[src/rtl/sevseg_pkg.sv]
// rtl/sevseg_pkg.sv - shared types and constants for the seven-segment scan controller
// Purpose: scan state enum, register offsets (adr[3:2]) and scan geometry.
// Ports: none (package).
package sevseg_pkg;

  typedef enum logic [1:0] {
    ST_IDLE  = 2'd0,
    ST_BLANK = 2'd1,
    ST_ON    = 2'd2
  } state_t;

  localparam logic [1:0] REG_CTRL    = 2'd0;
  localparam logic [1:0] REG_ENABLES = 2'd1;
  localparam logic [1:0] REG_DIGITS  = 2'd2;
  localparam logic [1:0] REG_DIV     = 2'd3;

  localparam int SLOT_TICKS = 16;
  localparam int NUM_DIGITS = 8;

  localparam logic [2:0] LAST_DIGIT = 3'(NUM_DIGITS - 1);
  localparam logic [3:0] LAST_SUB   = 4'(SLOT_TICKS - 1);

endpackage

[src/rtl/sevseg_hex_dec.sv]
// rtl/sevseg_hex_dec.sv - hex nibble to active-low seven-segment decoder
// Purpose: combinational decode of a 4-bit value to segments {a,b,c,d,e,f,g}, 0 = lit.
// Ports:
//   i_val  in  4  hex value
//   o_seg  out 7  active-low segments
module sevseg_hex_dec (
  input  logic [3:0] i_val,
  output logic [6:0] o_seg
);

  always_comb begin
    o_seg = 7'h7F;
    case (i_val)
      4'h0: o_seg = 7'b0000001;
      4'h1: o_seg = 7'b1001111;
      4'h2: o_seg = 7'b0010010;
      4'h3: o_seg = 7'b0000110;
      4'h4: o_seg = 7'b1001100;
      4'h5: o_seg = 7'b0100100;
      4'h6: o_seg = 7'b0100000;
      4'h7: o_seg = 7'b0001111;
      4'h8: o_seg = 7'b0000000;
      4'h9: o_seg = 7'b0000100;
      4'hA: o_seg = 7'b0001000;
      4'hB: o_seg = 7'b1100000;
      4'hC: o_seg = 7'b0110001;
      4'hD: o_seg = 7'b1000010;
      4'hE: o_seg = 7'b0110000;
      4'hF: o_seg = 7'b0111000;
      default: o_seg = 7'h7F;
    endcase
  end

endmodule

[src/rtl/sevseg_scan_ctrl.sv]
// rtl/sevseg_scan_ctrl.sv - Wishbone-programmable eight-digit seven-segment scan scheduler
// Purpose: time-multiplexes a shared segment bus over eight active-low anodes with a
//   blanking tick per digit, 4-bit PWM brightness and frame-synchronous shadow registers.
// Ports:
//   i_clk, i_rst            clock, asynchronous active-high reset
//   i_wb_adr/dat/sel/we/cyc/stb  Wishbone slave inputs (adr[3:2] selects the register)
//   o_wb_rdt, o_wb_ack      registered read data and acknowledge
//   o_an                    anodes, active-low
//   o_seg                   segments {a..g}, active-low
//   o_frame                 one-clock pulse per frame wrap
module sevseg_scan_ctrl
  import sevseg_pkg::*;
#(
  parameter logic [15:0] DEFAULT_DIV = 16'd999
) (
  input  logic        i_clk,
  input  logic        i_rst,
  input  logic [3:0]  i_wb_adr,
  input  logic [31:0] i_wb_dat,
  input  logic [3:0]  i_wb_sel,
  input  logic        i_wb_we,
  input  logic        i_wb_cyc,
  input  logic        i_wb_stb,
  output logic [31:0] o_wb_rdt,
  output logic        o_wb_ack,
  output logic [7:0]  o_an,
  output logic [6:0]  o_seg,
  output logic        o_frame
);

  // Register file (staging side)
  logic        r_en;
  logic [3:0]  r_bright;
  logic [7:0]  r_enables;
  logic [31:0] r_digits;
  logic [15:0] r_div;

  // Bus
  logic        r_ack;
  logic [31:0] r_rdt;

  // Display side
  logic [15:0] r_presc;
  state_t      r_state;
  logic [2:0]  r_digit;
  logic [3:0]  r_sub;
  logic [7:0]  r_sh_en;
  logic [31:0] r_sh_dig;
  logic [7:0]  r_an;
  logic [6:0]  r_seg;
  logic        r_frame;

  logic        w_wr;
  logic [1:0]  w_reg;
  logic        w_wr_ctrl;
  logic        w_en_rise;
  logic        w_tick;
  state_t      w_nxt_state;
  logic [2:0]  w_nxt_digit;
  logic [3:0]  w_nxt_sub;
  logic        w_wrap;
  logic        w_lit;
  logic [6:0]  w_dec;
  logic        w_unused;

  assign w_unused  = ^i_wb_adr[1:0];
  assign w_reg     = i_wb_adr[3:2];
  assign w_wr      = i_wb_cyc & i_wb_stb & i_wb_we & ~r_ack;
  assign w_wr_ctrl = w_wr & (w_reg == REG_CTRL) & i_wb_sel[0];
  // EN 0->1 is seen on the write itself so shadows load from the staging
  // contents present at that moment.
  assign w_en_rise = w_wr_ctrl & i_wb_dat[0] & ~r_en;

  always_ff @(posedge i_clk or posedge i_rst) begin
    if (i_rst) begin
      r_en      <= 1'b0;
      r_bright  <= 4'hF;
      r_enables <= 8'h00;
      r_digits  <= 32'h0;
      r_div     <= DEFAULT_DIV;
    end else begin
      if (w_wr_ctrl) begin
        r_en     <= i_wb_dat[0];
        r_bright <= i_wb_dat[7:4];
      end
      if (w_wr && (w_reg == REG_ENABLES) && i_wb_sel[0]) begin
        r_enables <= i_wb_dat[7:0];
      end
      if (w_wr && (w_reg == REG_DIGITS)) begin
        for (int b = 0; b < 4; b++) begin
          if (i_wb_sel[b]) r_digits[8*b +: 8] <= i_wb_dat[8*b +: 8];
        end
      end
      if (w_wr && (w_reg == REG_DIV)) begin
        if (i_wb_sel[0]) r_div[7:0]  <= i_wb_dat[7:0];
        if (i_wb_sel[1]) r_div[15:8] <= i_wb_dat[15:8];
      end
    end
  end

  always_ff @(posedge i_clk or posedge i_rst) begin
    if (i_rst) begin
      r_ack <= 1'b0;
      r_rdt <= 32'h0;
    end else begin
      r_ack <= i_wb_cyc & ~r_ack;
      case (w_reg)
        REG_CTRL:    r_rdt <= {24'h0, r_bright, 3'b000, r_en};
        REG_ENABLES: r_rdt <= {24'h0, r_enables};
        REG_DIGITS:  r_rdt <= r_digits;
        default:     r_rdt <= {16'h0, r_div};
      endcase
    end
  end

  // Prescaler is held at DIV while disabled so the first tick after enable
  // lands a full period later; a DIV write is picked up at the next reload.
  assign w_tick = (r_presc == 16'd0);

  always_ff @(posedge i_clk or posedge i_rst) begin
    if (i_rst) begin
      r_presc <= DEFAULT_DIV;
    end else if (!r_en || w_tick) begin
      r_presc <= r_div;
    end else begin
      r_presc <= r_presc - 16'd1;
    end
  end

  always_ff @(posedge i_clk or posedge i_rst) begin
    if (i_rst) begin
      r_state <= ST_IDLE;
      r_digit <= 3'd0;
      r_sub   <= 4'd0;
    end else begin
      r_state <= w_nxt_state;
      r_digit <= w_nxt_digit;
      r_sub   <= w_nxt_sub;
    end
  end

  // Disable wins over any tick in the same clock.
  always_comb begin
    w_nxt_state = r_state;
    w_nxt_digit = r_digit;
    w_nxt_sub   = r_sub;
    w_wrap      = 1'b0;
    if (!r_en) begin
      w_nxt_state = ST_IDLE;
      w_nxt_digit = 3'd0;
      w_nxt_sub   = 4'd0;
    end else if (w_tick) begin
      case (r_state)
        ST_IDLE: begin
          w_nxt_state = ST_BLANK;
          w_nxt_digit = 3'd0;
          w_nxt_sub   = 4'd0;
        end
        ST_BLANK: begin
          w_nxt_state = ST_ON;
          w_nxt_sub   = 4'd1;
        end
        ST_ON: begin
          if (r_sub == LAST_SUB) begin
            w_nxt_state = ST_BLANK;
            w_nxt_sub   = 4'd0;
            w_nxt_digit = r_digit + 3'd1;
            w_wrap      = (r_digit == LAST_DIGIT);
          end else begin
            w_nxt_sub = r_sub + 4'd1;
          end
        end
        default: begin
          w_nxt_state = ST_IDLE;
          w_nxt_digit = 3'd0;
          w_nxt_sub   = 4'd0;
        end
      endcase
    end
  end

  // Nonblocking copy: a staging write in the wrap clock lands one frame later.
  always_ff @(posedge i_clk or posedge i_rst) begin
    if (i_rst) begin
      r_sh_en  <= 8'h00;
      r_sh_dig <= 32'h0;
    end else if (w_wrap || w_en_rise) begin
      r_sh_en  <= r_enables;
      r_sh_dig <= r_digits;
    end
  end

  sevseg_hex_dec u_hex_dec (
    .i_val (r_sh_dig[{r_digit, 2'b00} +: 4]),
    .o_seg (w_dec)
  );

  // sub runs 1..15 in ON, so BRIGHT=0 never lights and BRIGHT=15 lights all of ON.
  assign w_lit = (r_state == ST_ON) & r_sh_en[r_digit] & (r_sub <= r_bright);

  always_ff @(posedge i_clk or posedge i_rst) begin
    if (i_rst) begin
      r_an    <= 8'hFF;
      r_seg   <= 7'h7F;
      r_frame <= 1'b0;
    end else begin
      r_an    <= w_lit ? ~(8'h01 << r_digit) : 8'hFF;
      r_seg   <= w_lit ? w_dec : 7'h7F;
      r_frame <= w_wrap;
    end
  end

  assign o_wb_ack = r_ack;
  assign o_wb_rdt = r_rdt;
  assign o_an     = r_an;
  assign o_seg    = r_seg;
  assign o_frame  = r_frame;

endmodule

[config.mk]
export PLATFORM = sky130hd
export DESIGN_NAME = sevseg_scan_ctrl
export DESIGN_NICKNAME = d
export VERILOG_FILES = /design/src/rtl/sevseg_pkg.sv /design/src/rtl/sevseg_hex_dec.sv /design/src/rtl/sevseg_scan_ctrl.sv
export SDC_FILE = /design/constraint.sdc
export NUM_CORES = 1
export LEC_CHECK = 0
export ABC_AREA = 1
export CAP_MARGIN = 20
export CORE_MARGIN = 8
export CORE_UTILIZATION = 40
export CTS_CLUSTER_SIZE = 40
export DETAILED_ROUTE_END_ITERATION = 8
export PLACE_DENSITY = 0.64
export REMOVE_ABC_BUFFERS = 1
export SLEW_MARGIN = 5
export SYNTH_ARGS = -nofsm -noshare
export SYNTH_HDL_FRONTEND = slang
export SYNTH_HIERARCHICAL = 1
export SYNTH_SLANG_ARGS = --single-unit
[constraint.sdc]
create_clock -name i_clk -period 5.5 [get_ports i_clk]
set_input_delay 1.1 -clock i_clk [delete_from_list [all_inputs] [get_ports i_clk]]
set_output_delay 1.1 -clock i_clk [all_outputs]
set_load 0.005 [all_outputs]
After elaboration in Yosys (flattened, before gate mapping) --
Memory sizes are Yosys's and may differ from the RTL's. Index checks and enable logic that the tools add are counted.
Cells by class: add/sub/neg operators 3, $lt $le $gt $ge 2, equal/unequal tests 10, shift-type cells 2, multiplexer cells 22, bitwise operators 13, reduce and logical (&&, ||, !) cells 18
Operators by type and width (count):
- 32-bit case mux with 3 select lines | 1
- 32-bit by 6-bit variable part select with 4-bit output | 1
- 16-bit zero test | 1
- 16-bit 2-to-1 mux | 1
- 16-bit by 1-bit subtractor with 16-bit output (second input constant) | 1
- 2-bit AND reduction | 7
- 4-bit 2-to-1 mux | 3
- 1-bit bitwise AND | 10
- 3-bit 2-to-1 mux | 3
- 8-bit 2-to-1 mux | 1
- 8-bit inverter | 1
- 4-bit case mux with 2 select lines | 1
- 1-bit by 3-bit << shifter with 8-bit output (first input constant) | 1
- 7-bit 2-to-1 mux | 1
- 2-bit == test (second input constant) | 3
- 2-bit 2-to-1 mux | 3
- 2-bit case mux with 3 select lines | 1
- 3-bit case mux with 2 select lines | 1
- 1-bit 2-to-1 mux | 5
- 4-bit by 1-bit adder with 4-bit output (second input constant) | 1
- 2-bit by 1-bit == test with 1-bit output (second input constant) | 2
- 4-bit == test (second input constant) | 1
- 4-bit <= comparator | 1
- 1-bit logical AND | 4
- 12 further kinds | 15
Word-level totals: register bits 175, memory bits (read-only) 112, input bits 45, output and inout bits 49, word-level logic and storage cells 91, memories kept 1
Memory list:
- (no name shown) | depth 16, width 7, rd ports 1, clocked after memory_dff 0, write ports 0, RTL line sevseg_hex_dec.sv:13 | case (i_val)

Logic depth before layout (Yosys ltp) --
word-level depth 8, mapped depth 15, depth with buffers taken out 13

Cells and area by module --
The synthesis kept the hierarchy.
Modules (own cells, without submodules):
- sevseg_scan_ctrl | times used 1, cells an instance 882, area an instance 7707.4 µm², sequential area each 4423.0 µm²
- sevseg_hex_dec | times used 1, cells an instance 49, area an instance 274.0 µm², sequential area each 0.0 µm²

Worst setup path after synthesis --
No wires, ideal clock.
path type input port to flip-flop, from in i_wb_we, to reg r_sh_dig[10], setup time 0.117 ns, arrival 1.977 ns, required time 5.383 ns, slack 3.406 ns, stages 6, path buffers 1, cell sequence nand2_1 > nor3_4 > nand4_2 > clkbuf_1 > nand3_1 > nand2_1
Between the ends: longest elaborated chain between the ends 7
RTL lines:
- start: declaration | RTL line sevseg_scan_ctrl.sv:21 | input logic i_wb_we,
- 1-bit bitwise AND (2 in a row) | RTL line sevseg_scan_ctrl.sv:68 | assign w_wr = i_wb_cyc & i_wb_stb & i_wb_we & ~r_ack;
- 1-bit bitwise AND (2 in a row) | RTL line sevseg_scan_ctrl.sv:69 | assign w_wr_ctrl = w_wr & (w_reg == REG_CTRL) & i_wb_sel[0];
- 1-bit bitwise AND (2 in a row) | RTL line sevseg_scan_ctrl.sv:72 | assign w_en_rise = w_wr_ctrl & i_wb_dat[0] & ~r_en;
- 1-bit logical OR | RTL line sevseg_scan_ctrl.sv:187 | end else if (w_wrap || w_en_rise) begin
- end signal: assignment | RTL line sevseg_scan_ctrl.sv:189 | r_sh_dig <= r_digits;
- end: declaration | RTL line sevseg_scan_ctrl.sv:48 | logic [31:0] r_sh_dig;
No other way between the ends. A chain may end at the register's enable or synchronous reset.

Worst setup path in the final report --
from reg r_digit[0], to reg r_seg[3], in the netlist o_seg[3]
Between the ends: elaborated cells between the ends (all ways) 7, those cells by class shift: 1; mux: 3; bitwise: 2; memory: 1
RTL lines:
- start: declaration | RTL line sevseg_scan_ctrl.sv:45 | logic [2:0] r_digit;
- start signal: assignment | RTL line sevseg_scan_ctrl.sv:137 | r_digit <= w_nxt_digit;
- 32-bit by 6-bit variable part select with 4-bit output | RTL line sevseg_scan_ctrl.sv:194 | .i_val (r_sh_dig[{r_digit, 2'b00} +: 4]),
- memory 16 x 7 bit
- via w_dec[3] | RTL line sevseg_scan_ctrl.sv:63 | logic [6:0] w_dec;
- 7-bit 2-to-1 mux | RTL line sevseg_scan_ctrl.sv:208 | r_seg <= w_lit ? w_dec : 7'h7F;
- end signal: assignment | RTL line sevseg_scan_ctrl.sv:208
- end: declaration | RTL line sevseg_scan_ctrl.sv:50 | logic [6:0] r_seg;
The timed path passes the listed nets, and every way through them passes these cells. The select of a mux whose other input is x is not followed.

==> out/metrics.cfg <==
[yosys]
synth_compound_area_share_pct = 7.979
synth_ff_type = dfrtp_1
synth_edf_count = 0
ys_warn_count = 6
synth-adder-area-share_pct = 3.606
yosysSeqAreaShare_pct = 55.42
synth-simple-area-share_pct = 25.30
synth_top_family_by_area = simple AND/OR/NAND/NOR gates
ys_ff_latch = 175
synth_cell_type_count = 34
async_flop_share_pct = 100.0
netlist_instances = 931
netlist_area_um2 = 7981
synth_mux_area_share_pct = 0
synth-xor-area-share_pct = 0.8779
syn_area_per_cell_um2 = 8.573

[finish]
regArea_um2 = 4423
utilization_pct = 49.53
fin_cells = 1286
fill_cells = 1906
multi_input_area_um2 = 3014
antenna_cells = 0
nets = 1077
syn_to_final_growth_pct = 21.16
drive_gt1_share_pct = 8.815

[worst_setup_path]
critPathTopFamily = flip-flops
r2r_start = r_digit[0]
start_kind = flop
arrival_ns = 3.23
reg2reg_slack_ns = 2.62
r2r_end = o_seg[3]
startpoint = r_digit[0]
path_max_fanout = 25
slowest_stage = dfrtp_1
cp-end-kind = flop
crit_cells = 12
path_cells = inv_1, o21ai_0, o22ai_1, nand2_1, nand2_1, inv_1, ha_1, nand2_1, nand3_1, nand2_1, inv_1, nand3_1
crit_end = o_seg[3]
path_common_cell = nand2_1
cp.required_ns = 5.85
r2r_cells = 12
path_buf_inv = 3
cpPeakStageDelay_ns = 0.85
crit_type = flop to flop

[clocking]
post-cts-setup-buffers = 0
cts_buffers = 17
path_clk_slew_ns = 0.07
post_cts_resized = 0
cts_htree_levels = 4
clock_tree.buffer_depth = 2
clock_latency_ns = 0.43
clock_sinks = 175
cts_tree = built
hold_buffers = 0
cts-root-buf = clkbuf_16

[drt]
ant_nets = 0
avgRoutedWirePerCell_um = 14.33
drt_wl_total_um = 18430
vias = 6234
drt-vias-per-instance = 4.848
firstDrtPassIters = 5
drc_errors = 0
dr.first_iter.drc_count = 422

[pwr]
power_frac_seq_pct = 47.2
peakVddDrop_uv = 232.0
p_leak_nw = 4.722
p_switching_uw = 974.2
p_clk_share_pct = 35.2
intPower_mw = 2.404
p_sw_share_pct = 28.84
power_density_nw_per_um2 = 349.3
p_total_mw = 3.378
p_comb_share_pct = 17.6

[die]
die_y_um = 157.3
die_w_um = 157.3
num_rows = 51
initial_core_util_pct = 40.88
ioPinCount = 94
die-area_um2 = 24730
core_area_um2 = 19530

[global_route]
grt_pass1_wl_um = 30860
grt_pass1_vias = 6093
grt-ovfl-total = 0
grt_max_degree = 110
globalRouteTotalUtil_pct = 15.76
antenna_found_initial = 0

[sta]
min_period_ns = 2.875
rsz0062_at_grt = false
slew_headroom_pct = 47.44
skew_ns = 0.01093
hold_viol_final = 0
drv_slew = 0
fmax_mhz = 347.8
tightest_slew_ns = 0.7884
period_share_pct = 52.28
setup_viol = 0

[place]
place.gp.congestion = 0.8191
dp_hpwl_um = 12530
placed_cells = 1253
port_buffers = 91

[min_path]
hold_start = r_digits[16]
hold_class = flop to flop

[job]
max_cap_violations = 0

[status]
outcome = finished clean

==> area by class of cell <==
| cell class | instances | share of cell area [%] |
|---|---|---|
| Clock inverter | 12 | 1.397 |
| Inverter | 86 | 3.390 |
| Clock buffer | 19 | 4.580 |
| Tap cell | 265 | 3.429 |
| Sequential cell | 175 | 45.74 |
| Timing Repair Buffer | 98 | 10.30 |
| Multi-Input combinational cell | 631 | 31.17 |
==> metrics by stage <==
step / worst slack [ns] / TNS [ns] / hold WS (ns) / instance area [um^2]
2_1_floorplan: -0.2873 / -40.22 / 0.4419 / 7760
6_report: 2.625 / 0 / 0.4751 / 9671
4_1_cts: 2.599 / 0 / 0.4775 / 9635
3_5_place_dp: 2.302 / 0 / 0.4598 / 9057
3_3_place_gp: 2.320 / 0 / 0.4595 / 9057
5_1_grt: 2.254 / 0 / 0.5030 / 9671
==> per-layer routing <==
metal	global-route usage [%]	up-vias	share of wire (%)
met5	0	-	0
met4	6.482	0	2.4
met3	3.318	26	5.2
met2	24.09	163	45
met1	21.40	2919	48
li1	-	3126	-
==> sequential cells by signal, summed over array words and instances (netlist names) <==
name	flops
r_presc	16
o_seg	7
o_an	8
r_div	16
o_frame	1
r_en	1
r_digit	3
r_sub	4
r_bright	4
o_wb_ack	1
r_state	2
r_sh_dig	32
r_enables	8
o_wb_rdt	32
r_sh_en	8
r_digits	32
==> tightest hold or removal path, cell delays in order, from the launching register on <==
cell     delay [ns]
dfrtp_1        0.34
nand2_1        0.06
nand2_1        0.05
==> synthesized netlist by cell type (7+ instances only) <==
cell type  count  share of area [%]
a22o_1         7               0.77
o21ai_0       69                4.3
nor2_1        84                4.0
o22ai_1        8               0.63
ha_1          23                3.6
a21oi_1       19                1.2
buf_2         18                1.1
nand2_1      284                 13
nand4_1        7               0.55
o21ai_1       11               0.69
nand3_1       89                5.6
dfstp_2       35                 12
dfrtp_1      140                 44
inv_1         82                3.9
clkbuf_1      12               0.56
==> how the worst min path moves through the flow <==
stage          slack, ns  cells past startpoint      endpoint
5_1_grt             0.50                      2  r_sh_dig[16]
4_1_cts             0.48                      2  r_sh_dig[16]
6_report            0.48                      2  r_sh_dig[16]
3_3_place_gp        0.46                      2  r_sh_dig[22]
3_5_place_dp        0.46                      2  r_sh_dig[16]
2_1_floorplan       0.44                      2  r_sh_dig[16]
==> cells in the final DEF, fill, tap and decap left out, drive strengths merged, types with 6 or more instances in the layout <==
cell           count
dfrtp            140
inv               86
clkbuf            19
clkinv             6
ha                23
nand3             93
nor2              88
a21oi             19
nand4              8
a22o               7
dfstp             35
nand2            287
clkdlybuf4s50     91
o22ai              8
o21ai             81
buf                7
==> kinds of logic (layout without fill, tap and decap cells) <==
family | after synthesis | after routing
AND/OR/NAND/NOR | 482 | 482
flip-flops | 175 | 175
buffers and inverters | 125 | 215
adder cells (fa/ha/maj) | 23 | 23
XOR/XNOR | 8 | 8
AO/OA/AOI/OAI | 118 | 118
==> power groups by stage <==
stage	Sequential (mW)	Combinational (mW)	Clock, mW
global placement	1.62	0.586	0
detailed placement	1.62	0.596	0
global route	1.62	0.700	1.26
floorplan	1.58	0.414	0
CTS	1.59	0.601	1.21
finish	1.59	0.596	1.19
No activity file was read; power rests on OpenSTA's default activity.
